**src/rtl/double_pkg.sv**
```systemverilog
// Shared binary64 operand definitions: class codes, exponent constants and the
// handshake FSM state encoding used by the unpack stage and downstream units.
package double_pkg;

  localparam int EXP_W = 13;
  localparam int MAN_W = 53;

  localparam logic [EXP_W-1:0] BIAS        = 13'd1023;
  localparam logic [EXP_W-1:0] EXP_SPECIAL = 13'd1024;
  localparam logic [EXP_W-1:0] EXP_ZERO    = 13'h1C01;  // -1023
  localparam logic [EXP_W-1:0] EXP_DENORM  = 13'h1C02;  // -1022

  typedef enum logic [2:0] {
    CLS_NORMAL   = 3'd0,
    CLS_DENORMAL = 3'd1,
    CLS_ZERO     = 3'd2,
    CLS_INF      = 3'd3,
    CLS_QNAN     = 3'd4,
    CLS_SNAN     = 3'd5
  } class_t;

  typedef enum logic [1:0] {
    GET_A     = 2'd0,
    UNPACK    = 2'd1,
    NORMALISE = 2'd2,
    PUT_Z     = 2'd3
  } state_t;

endpackage

```
**src/rtl/double_classify.sv**
```systemverilog
// Combinational decode of a binary64 exponent/fraction pair into class code,
// starting unbiased exponent and significand with the hidden bit explicit.
module double_classify
  import double_pkg::*;
#(
  parameter bit FLUSH_DENORMAL = 1'b0
) (
  input  logic [10:0]       e,
  input  logic [51:0]       f,
  output logic [2:0]        cls,
  output logic [EXP_W-1:0]  exp,
  output logic [MAN_W-1:0]  man
);

  always_comb begin
    cls = CLS_NORMAL;
    exp = {2'b00, e} - BIAS;
    man = {1'b1, f};
    if (e == 11'h7FF) begin
      // NaN payloads pass through untouched; signalling NaNs are not quietened
      exp = EXP_SPECIAL;
      man = {1'b1, f};
      if (f == 52'd0)
        cls = CLS_INF;
      else if (f[51])
        cls = CLS_QNAN;
      else
        cls = CLS_SNAN;
    end else if (e == 11'd0) begin
      if (f == 52'd0 || FLUSH_DENORMAL) begin
        cls = CLS_ZERO;
        exp = EXP_ZERO;
        man = '0;
      end else begin
        cls = CLS_DENORMAL;
        exp = EXP_DENORM;
        man = {1'b0, f};
      end
    end
  end

endmodule

```
**src/rtl/double_unpack.sv**
```systemverilog
// Binary64 operand unpack stage: accepts a word over stb/ack, splits and
// classifies it, normalises denormals one bit per cycle, then presents it.
module double_unpack
  import double_pkg::*;
#(
  parameter bit FLUSH_DENORMAL = 1'b0
) (
  input  logic              clk,
  input  logic              rst,
  input  logic [63:0]       input_a,
  input  logic              input_a_stb,
  output logic              input_a_ack,
  output logic              output_z_sign,
  output logic [EXP_W-1:0]  output_z_exp,
  output logic [MAN_W-1:0]  output_z_man,
  output logic [2:0]        output_z_class,
  output logic              output_z_stb,
  input  logic              output_z_ack
);

  state_t            state, next_state;
  logic [63:0]       a_reg, next_a;
  logic              next_ack, next_stb, next_sign;
  logic [EXP_W-1:0]  next_exp, c_exp;
  logic [MAN_W-1:0]  next_man, c_man;
  logic [2:0]        next_class, c_class;

  double_classify #(
    .FLUSH_DENORMAL(FLUSH_DENORMAL)
  ) u_classify (
    .e   (a_reg[62:52]),
    .f   (a_reg[51:0]),
    .cls (c_class),
    .exp (c_exp),
    .man (c_man)
  );

  always_ff @(posedge clk) begin
    if (rst) begin
      state          <= GET_A;
      a_reg          <= '0;
      input_a_ack    <= 1'b0;
      output_z_stb   <= 1'b0;
      output_z_sign  <= 1'b0;
      output_z_exp   <= '0;
      output_z_man   <= '0;
      output_z_class <= '0;
    end else begin
      state          <= next_state;
      a_reg          <= next_a;
      input_a_ack    <= next_ack;
      output_z_stb   <= next_stb;
      output_z_sign  <= next_sign;
      output_z_exp   <= next_exp;
      output_z_man   <= next_man;
      output_z_class <= next_class;
    end
  end

  always_comb begin
    next_state = state;
    next_a     = a_reg;
    next_ack   = input_a_ack;
    next_stb   = output_z_stb;
    next_sign  = output_z_sign;
    next_exp   = output_z_exp;
    next_man   = output_z_man;
    next_class = output_z_class;
    case (state)
      GET_A: begin
        next_ack = 1'b1;
        if (input_a_stb && input_a_ack) begin
          next_a     = input_a;
          next_ack   = 1'b0;
          next_state = UNPACK;
        end
      end
      UNPACK: begin
        next_sign  = a_reg[63];
        next_exp   = c_exp;
        next_man   = c_man;
        next_class = c_class;
        next_state = (c_class == CLS_DENORMAL) ? NORMALISE : PUT_Z;
      end
      NORMALISE: begin
        // Raising stb on the detecting edge keeps denormal latency at 2+shifts
        if (output_z_man[MAN_W-1]) begin
          next_stb   = 1'b1;
          next_state = PUT_Z;
        end else begin
          next_man = output_z_man << 1;
          next_exp = output_z_exp - 13'd1;
        end
      end
      PUT_Z: begin
        if (output_z_stb && output_z_ack) begin
          next_stb   = 1'b0;
          next_state = GET_A;
        end else begin
          next_stb = 1'b1;
        end
      end
      default: next_state = GET_A;
    endcase
  end

endmodule

```
**config.mk**
```make
export PLATFORM = sky130hd
export DESIGN_NAME = double_unpack
export DESIGN_NICKNAME = d
export VERILOG_FILES = /design/src/rtl/double_pkg.sv /design/src/rtl/double_classify.sv /design/src/rtl/double_unpack.sv
export SDC_FILE = /design/constraint.sdc
export NUM_CORES = 1
export LEC_CHECK = 0
export CORE_ASPECT_RATIO = 0.6
export CORE_UTILIZATION = 30
export DETAILED_ROUTE_END_ITERATION = 8
export PLACE_DENSITY = 0.5
export SYNTH_ARGS = -nofsm -noshare
export SYNTH_HDL_FRONTEND = slang
export SYNTH_SLANG_ARGS = --single-unit
```
**constraint.sdc**
```tcl
create_clock -name clk -period 1.74 [get_ports clk]
set_input_delay 0.174 -clock clk [delete_from_list [all_inputs] [get_ports clk]]
set_output_delay 0.174 -clock clk [all_outputs]
set_load 0.01 [all_outputs]
```
==> results.cfg, run 1 <==
[status]
status = finished clean

[yosys]
synth_cells = 777
synth_compound_area_frac = 0.171
synth_warnings = 0
seq_area_frac_synth = 0.443
ys_types = 54
synth-seq-cells = 138
synth_fa_ha_area_frac = 0.0140
synth_enable_flop_cells = 0
synthXorXnorAreaFrac = 0.0154
synth.net_count = 852
yosysMostFrequentCell = nand2_1
synth_top_family_by_area = simple AND/OR/NAND/NOR gates
synth_common_cells = nand2_1 (143), dfxtp_1 (138), nor2_1 (127), a21oi_1 (76), nor3b_1 (52)
yosysTopAreaCellShare = 0.443
ys_async_sr_fraction = 0
synth_top_area_cell = dfxtp_1
synth_ff_type = dfxtp_1
syn_avg_cell_area_um2 = 8.03
syn_area_mm2 = 0.00624
synth.area.mux_share = 0.00662
synth-simple-area-share = 0.301
yosys-top-cells-area = dfxtp_1 (44%), nand2_1 (8.6%), nor2_1 (7.6%)

[timing]
tightest_slew_ns = 0.448
fin_tns_setup_ns = 0
period_share = 0.984
final.setup_skew_ns = 0.0160
final_max_slew_viol_count = 0
clock.fmax_mhz = 584
fin_crit_ns = 1.71
setup_violations = 0
finalHoldViolCount = 0
relSlewSlack = 0.701
rsz0062_at_grt = yes

[clock_network]
cts_buffers = 17
cts_buffer_depth = 2
htree_levels = 4
clk_pin_slew_ns = 0.06
tritoncts = done
cts_hold_buf = 0
cts.sinks = 138
clock_tree.root_cell = clkbuf_16
clk_latency_ns = 0.41

[floorplan]
pin_count = 140
die_h_um = 114
initial_utilization = 0.309
core-area_mm2 = 0.0202
die_x_um = 188
die-area_mm2 = 0.0214
rows = 40

[worst_setup_path]
startpoint = state[0]
r2r_start = state[0]
crit_path_end_kind = register
cp.arrival_ns = 2.04
path_max_fanout = 7
required_ns = 2.06
crit_path_start_kind = register
worstSetupPathType = reg -> reg

[grt]
antenna_found_initial = 0
grt_first_pass_wirelength_um = 32100
grtUsageTotal = 0.192
grt_pass1_vias = 5671
gr-total-overflow = 0
grt_max_degree = 71

[routing]
drc = 0
num_vias = 6209
antenna_left = 0
viasPerCell = 4.99
wl_per_cell_um = 16.8
drt_wl_total_um = 20900
drt_pass1_iterations = 7
drt_iter0_markers = 442

[finish]
largest_reg_flops = 64
areaGrowthSynthToFinish_pct = 51.2
drive_gt1_frac = 0.191
fin_nets = 1034
finalInstanceArea_mm2 = 0.00943
nFillCells = 2002
diodes = 0

[job]
max-cap-violations = 0

[placed_design]
globalplace.congestion = 0.862
place_area_mm2 = 0.00841
dp_hpwl_um = 14800
place.port_buffers = 139

[power_and_ir_drop]
vdd_drop_max_uv = 1040
power_density_mw_per_mm2 = 1800
leakage_nw = 3.36

[hold_path]
hold_start = rst
worstHoldPathType = in -> reg
==> metal layers <==
layer / wire, um / track usage / share of wire
met5: 0 / 0 / 0
met4: 165 / 0.0509 / 0.0079
met3: 1210 / 0.0326 / 0.058
met2: 7760 / 0.238 / 0.37
met1: 11800 / 0.322 / 0.56
==> final timing paths <==
path                                         to  slack [ns]  cells after the start
worst max-delay path            output_z_exp[7]        0.03                      7
worst min register to register        a_reg[63]        0.47                      2
worst max register to register  output_z_exp[7]        0.03                      7
worst min-delay path            output_z_man[0]        0.20                      2
==> placed cells by master (no fill, tap or decap), drive strengths merged, types with 18 or more instances in the layout <==
cell type and n:
nand2 144, a21oi 76, a2111oi 53, clkdlybuf4s50 137
nor2 127, clkbuf 18, dfxtp 138, nor3b 52
nor4 21, buf 89
==> through the flow <==
stage	utilization	setup WS, ns	instances	hold WS, ns	power (mW)
2_1_floorplan	-	-0.0428	777	0.310	8.73
3_3_place_gp	0.417	-0.195	1206	0.447	12.2
3_5_place_dp	0.417	-0.178	1206	0.467	12.1
4_1_cts	0.453	-0.00820	1236	0.186	16.3
5_1_grt	0.467	-0.0426	1244	0.217	18.0
6_report	0.467	0.0276	1244	0.204	16.9
==> area by class of cell <==
| type | instances | area, um^2 | area share |
|---|---|---|---|
| Timing Repair Buffer | 227 | 2150 | 0.228 |
| Inverter | 7 | 26.3 | 0.00279 |
| Clock inverter | 13 | 216 | 0.0230 |
| Multi-Input combinational cell | 568 | 3480 | 0.369 |
| Tap cell | 273 | 342 | 0.0362 |
| Clock buffer | 18 | 429 | 0.0455 |
| Sequential cell | 138 | 2790 | 0.296 |
==> logic make-up (layout without fill, tap and decap cells) <==
group,Yosys count,in the layout
flip-flops,138,138
multiplexers,4,4
AND/OR/NAND/NOR,391,391
adder cells (fa/ha/maj),7,7
buffers and inverters,71,265
XOR/XNOR,11,11
AO/OA/AOI/OAI,155,155
==> power breakdown <==
| part | internal, mW | switching (mW) |
|---|---|---|
| clock network | 2.56 | 1.45 |
| registers | 3.97 | 0.783 |
| logic | 4.03 | 4.14 |
| total | 10.6 | 6.38 |
==> repair_timing <==
| action | CTS | global route |
|---|---|---|
| buffers inserted | 0 | 8 |
| endpoints found under the setup margin | 35 | 68 |
| resized for setup | 20 | 65 |
| pin swaps | 4 | 18 |
==> critical path, cell delays in order, from the launching register on <==
cell and delay [ns]:
dfxtp_4 0.35, inv_2 0.06, ha_4 0.20, buf_4 0.15, a41oi_4 0.20, nand2b_4 0.10
or4_4 0.51, o31ai_1 0.07
No activity file was read; power rests on OpenSTA's default activity.
==> inputs of run 2 (changes only) <==
--- a/config.mk
+++ b/config.mk
@@ -5,9 +5,12 @@
 export SDC_FILE = /design/constraint.sdc
 export NUM_CORES = 1
 export LEC_CHECK = 0
+export ABC_AREA = 1
 export CORE_ASPECT_RATIO = 0.6
 export CORE_UTILIZATION = 30
+export CTS_CLUSTER_DIAMETER = 50
 export DETAILED_ROUTE_END_ITERATION = 8
+export GPL_TIMING_DRIVEN = 0
 export PLACE_DENSITY = 0.5
 export SYNTH_ARGS = -nofsm -noshare
 export SYNTH_HDL_FRONTEND = slang
==> results.cfg, run 2 <==
[status]
status = finished clean

[yosys]
ys_types = 37
synth_common_cells = nand2_1 (205), o21ai_0 (139), dfxtp_1 (138), a21oi_1 (137), nor2_1 (55)
syn_area_mm2 = 0.00605
synth-seq-cells = 138
synth_ff_type = dfxtp_1
synth.net_count = 913
seq_area_frac_synth = 0.456
yosysTopAreaCellShare = 0.456
synth_cells = 838
synth_top_area_cell = dfxtp_1
yosysMostFrequentCell = nand2_1
yosys-top-cells-area = dfxtp_1 (46%), nand2_1 (13%), o21ai_0 (11%)
synth_warnings = 0
syn_avg_cell_area_um2 = 7.22
synth_enable_flop_cells = 0
ys_async_sr_fraction = 0

[worst_setup_path]
worstSetupPathType = reg -> reg
required_ns = 2.04
crit_path_end_kind = register
path_max_fanout = 8
cp.arrival_ns = 2.02
crit_path_start_kind = register

[routing]
num_vias = 6252
m1WireLength_um = 11700
drt_wl_total_um = 21100
drc = 0
drt_iter0_markers = 566
top_layer = met4
drt_pass1_iterations = 6
viasPerCell = 4.86
wl_met2_um = 7780
wl_per_cell_um = 16.4
route.met3.wl_um = 1560
antenna_left = 0

[grt]
grtUsageTotal = 0.206
antenna_found_initial = 0
grt_max_degree = 17
gr-total-overflow = 0
grt_first_pass_wirelength_um = 32600
grt_pass1_vias = 5661

[power_and_ir_drop]
power_density_mw_per_mm2 = 1770
swShare = 0.395
p_int_mw = 9.28
p_seq_frac = 0.334
switchingPower_mw = 6.05
vdd_drop_max_uv = 758
power_mw = 15.3
leakage_nw = 3.25
comb_power_share = 0.438
power_frac_clock = 0.228

[finish]
drive_gt1_frac = 0.113
mostFrequentLayoutCells = nand2_1 (204), clkdlybuf4s50_1 (138), a21oi_1 (137)
fin_cells = 1287
final_common_cell = nand2_1
finalInstanceArea_mm2 = 0.00866
utilization = 0.447
diodes = 0
nFillCells = 1987
areaGrowthSynthToFinish_pct = 43.0
largest_reg_flops = 64
fin_nets = 1084

[job]
max-cap-violations = 0

[hold_path]
worstHoldPathType = in -> reg

[clock_network]
cts_hold_buf = 0
cts_buffer_depth = 2
clk_pin_slew_ns = 0.06
clk_latency_ns = 0.43
cts.sinks = 138
clock_tree.root_cell = clkbuf_16
tritoncts = done
cts_buffers = 17
htree_levels = 4

[timing]
tightest_slew_ns = 0.815
fin_crit_ns = 1.71
final_max_slew_viol_count = 0
relSlewSlack = 0.457
rsz0062_at_grt = yes
period_share = 0.984
setup_violations = 0
finalHoldViolCount = 0
final.setup_skew_ns = 0.0173
clock.fmax_mhz = 584

[floorplan]
rows = 39
die_h_um = 112
core-area_mm2 = 0.0194
die_x_um = 185
initial_utilization = 0.312
pin_count = 140
die-area_mm2 = 0.0208

[placed_design]
dp_hpwl_um = 15400
place.port_buffers = 138
globalplace.congestion = 0.824
place_area_mm2 = 0.00777
placedCellCount = 1242
run 2: cell types whose count changed after synthesis, sizes merged, moves of 6 or more:
| cell | before | now |
|---|---|---|
| inv | 7 | 39 |
| a21oi | 76 | 138 |
| nand2b | 9 | 0 |
| nand2 | 144 | 209 |
| nand3 | 10 | 16 |
| nor3b | 52 | 0 |
| nor2 | 127 | 59 |
| a2111oi | 53 | 0 |
| nor4 | 21 | 0 |
| o21ai | 2 | 146 |
run 2: area by class of cell:
class	instances	area (um^2)	area share
inverters	39	173	0.0199
well taps	266	333	0.0384
repair buffers	152	1490	0.172
flip-flops and latches	138	2770	0.320
multi-input cells	608	3050	0.352
clock buffers	18	439	0.0507
clock inverters	13	119	0.0137
plain buffers	53	284	0.0328
run 2: per-stage QoR:
step	setup TNS, ns	setup slack, ns	hold slack [ns]
floorplan	0	0.0753	0.293
global placement	-36.54	-0.523	0.447
detailed placement	-37.85	-0.539	0.450
CTS	-0.00778	-0.00411	0.287
global route	-0.0481	-0.0311	0.309
finish	0	0.0284	0.301
run 2: kinds of logic after synthesis:
family,Yosys count,share of synthesized area
buffers and inverters,93,0.0645
flip-flops,138,0.456
XOR/XNOR,8,0.0116
AO/OA/AOI/OAI,293,0.246
AND/OR/NAND/NOR,299,0.207
adder cells (fa/ha/maj),7,0.0145
run 2: power groups by stage:
stage / clock network [mW] / registers, mW / logic [mW]
after floorplan: 0 / 5.24 / 2.95
after global placement: 0 / 5.17 / 6.05
after detailed placement: 0 / 5.14 / 6.08
after CTS: 3.56 / 5.10 / 6.38
after global routing: 3.69 / 5.27 / 7.36
final: 3.49 / 5.13 / 6.72
run 2: critical path, stage by stage (launching register included):
cell,delay (ns)
dfxtp_4,0.35
inv_2,0.10
ha_4,0.18
inv_8,0.05
nor2_8,0.15
clkinv_8,0.10
nand2_8,0.09
buf_8,0.12
clkinvlp_4,0.15
a31oi_4,0.22
a21oi_1,0.09
run 2: repair_timing:
item / in CTS / in global routing
endpoints found under the setup margin: 135 / 124
pin swaps: 6 / 3
setup buffers: 10 / 4
resized for setup: 30 / 72
cloned: 0 / 1
hold endpoints to repair: 0 / 0
run 2: worst paths after layout:
kind	slack, ns	cells after the start	end	from
hold / removal	0.30	3	a_reg[7]	input_a[7]
setup reg to reg	0.03	10	output_z_exp[12]	state[0]
setup / recovery	0.03	10	output_z_exp[12]	state[0]
hold reg to reg	0.45	2	output_z_sign	a_reg[63]
run 2: metal layers:
metal	up-vias	GRT usage
met5	-	0
met4	0	0.0397
met3	9	0.0509
met2	218	0.255
met1	2874	0.343
li1	3151	-
==> RTL change, RTL diff (settings of run 2) <==
The package constant `EXP_W` goes from 13 to 26.
--- a/src/rtl/double_pkg.sv
+++ b/src/rtl/double_pkg.sv
@@ -2,7 +2,7 @@
 // handshake FSM state encoding used by the unpack stage and downstream units.
 package double_pkg;
 
-  localparam int EXP_W = 13;
+  localparam int EXP_W = 26;
   localparam int MAN_W = 53;
 
   localparam logic [EXP_W-1:0] BIAS        = 13'd1023;
Ports: changed (resized output_z_exp); port bits go from 140 to 153. No check against the original RTL was run, so the function may have changed too.
==> RTL change against run 2 <==
- worst hold slack lost 0.20 ns
- worst setup slack gained 0.011 ns
- final area up 17%
- sequential cell count increased by 13
- wire length increased by 22%
- power grew 20%
- die area up 15%
- synthesized area up 16%
- fmax up 0.66%
- critical path depth increased by 1
- utilization rose by 0.38 points
- largest cell class unchanged
- largest power group unchanged
==> RTL change: results (changes against run 2) <==
* Invs w/o clock at 58 (+49%)
* Avg Inst Size Synth at 7.12 sq um (-1.5%)
* Clock-cell share at 5.78% (-0.67 points)
* Sequential cell area at 0.00305 sq mm (+10%)
* Final Hold Slack at 0.0974 ns (-0.203 ns)
* Hold Path End: output_z_man[52]$_SDFFE_PP0P_
* Worst r2r path cells at 11 (+1)
* Routed met3 length at 1700 microns (+9.0%)
* Pre-Repair DR Iteration Count at 4 (-2)
* Non-clk buf share at 21.0% (+0.55 points)
* HP Start: rst
* Layout cells sized above 1 at 16.0% (+4.7 points)
* Tightest Hold Check Type: in2reg
* Post-synth ARST share at 0% (unchanged)
* WL final at 25800 microns (+22%)
* Via count at 7387 (+18%)
* Synth top cells by count: nand2_1, o21ai_0, dfxtp_1, a21oi_1, nor2_1
* Iteration-0 DRC Markers at 468 (-17%)
* Skew final at 0.0115 ns (-0.00582 ns)
* Status: finished clean
* GP Congestion at 0.899 (+9.1%)
* Worst endpoint data arrival time at 2.07 ns (+0.05 ns)
* # clk buffers at 22 (+4)
* Peak supply drop at 866 uV (+14%)
* Least-Margin Pin Slew at 0.718 ns (-0.0971 ns)
* CP Capture Point: output_z_exp[11]$_SDFFE_PP0P_
* Met2 wire length at 9450 microns (+21%)
* Post-layout util at 45.1% (+0.38 points)
* Synthesized net count at 1058 (+16%)
* Multi-input logic area at 0.00371 sq mm (+22%)
* Placed Cells at 1442 (+16%)
* Vias in the first global route at 6626 (+17%)
* Yosys cell types at 41 (+11%)
* Largest cells by area after synthesis: dfxtp_1, nand2_1, o21ai_0
* FF+latch count at 151 (+9.4%)
* All-layer global routing usage at 21.6% (+0.99 points)
* Filler Cell Count at 2343 (+18%)
* I/O Buffers at 151 (+9.4%)
* Multi-input comb cells at 715 (+18%)
* FMAX at 588 MHz (+0.66%)
* First-pass GRT wire length at 38900 microns (+19%)
* DP Area at 0.00889 sq mm (+14%)
* Critical-path maximum fanout at 10 (+2)
* Largest stage delay, worst path at 0.38 ns (+0.03 ns)
* Met2 Usage GRT at 26.9% (+1.4 points)
* M3 GR Usage at 4.69% (-0.41 points)
* Dpl ws at -0.556 ns (-0.0170 ns)
* # nets final at 1252 (+15%)
* Wire length per cell at 17.2 microns (+4.9%)
* Hold Crit Depth at 2 (-1)
* Leakage power at 3.89 nW (+19%)
-- RTL change: cells by family (layout without fill, tap and decap cells) --
family / after synthesis / after routing / share of synthesized area (%)
fa+ha+maj: 7 / 7 / 1.25
buf+inv: 117 / 324 / 7.05
compound gates: 323 / 323 / 24.1
flops: 151 / 151 / 43.2
simple gates: 375 / 375 / 23.1
xor+xnor: 10 / 10 / 1.25
-- RTL change: what timing repair did --
item,CTS,global route
cloned,1,2
gates resized for setup,80,98
buffers inserted,9,14
setup endpoints to repair,146,121
pin swaps,5,24
endpoints found under the hold margin,0,0
-- RTL change: where the power goes --
group | internal [mW] | total (mW) | switching (mW)
clock network | 2.24 | 3.75 | 1.50
registers | 4.61 | 5.77 | 1.16
logic | 4.01 | 8.90 | 4.89
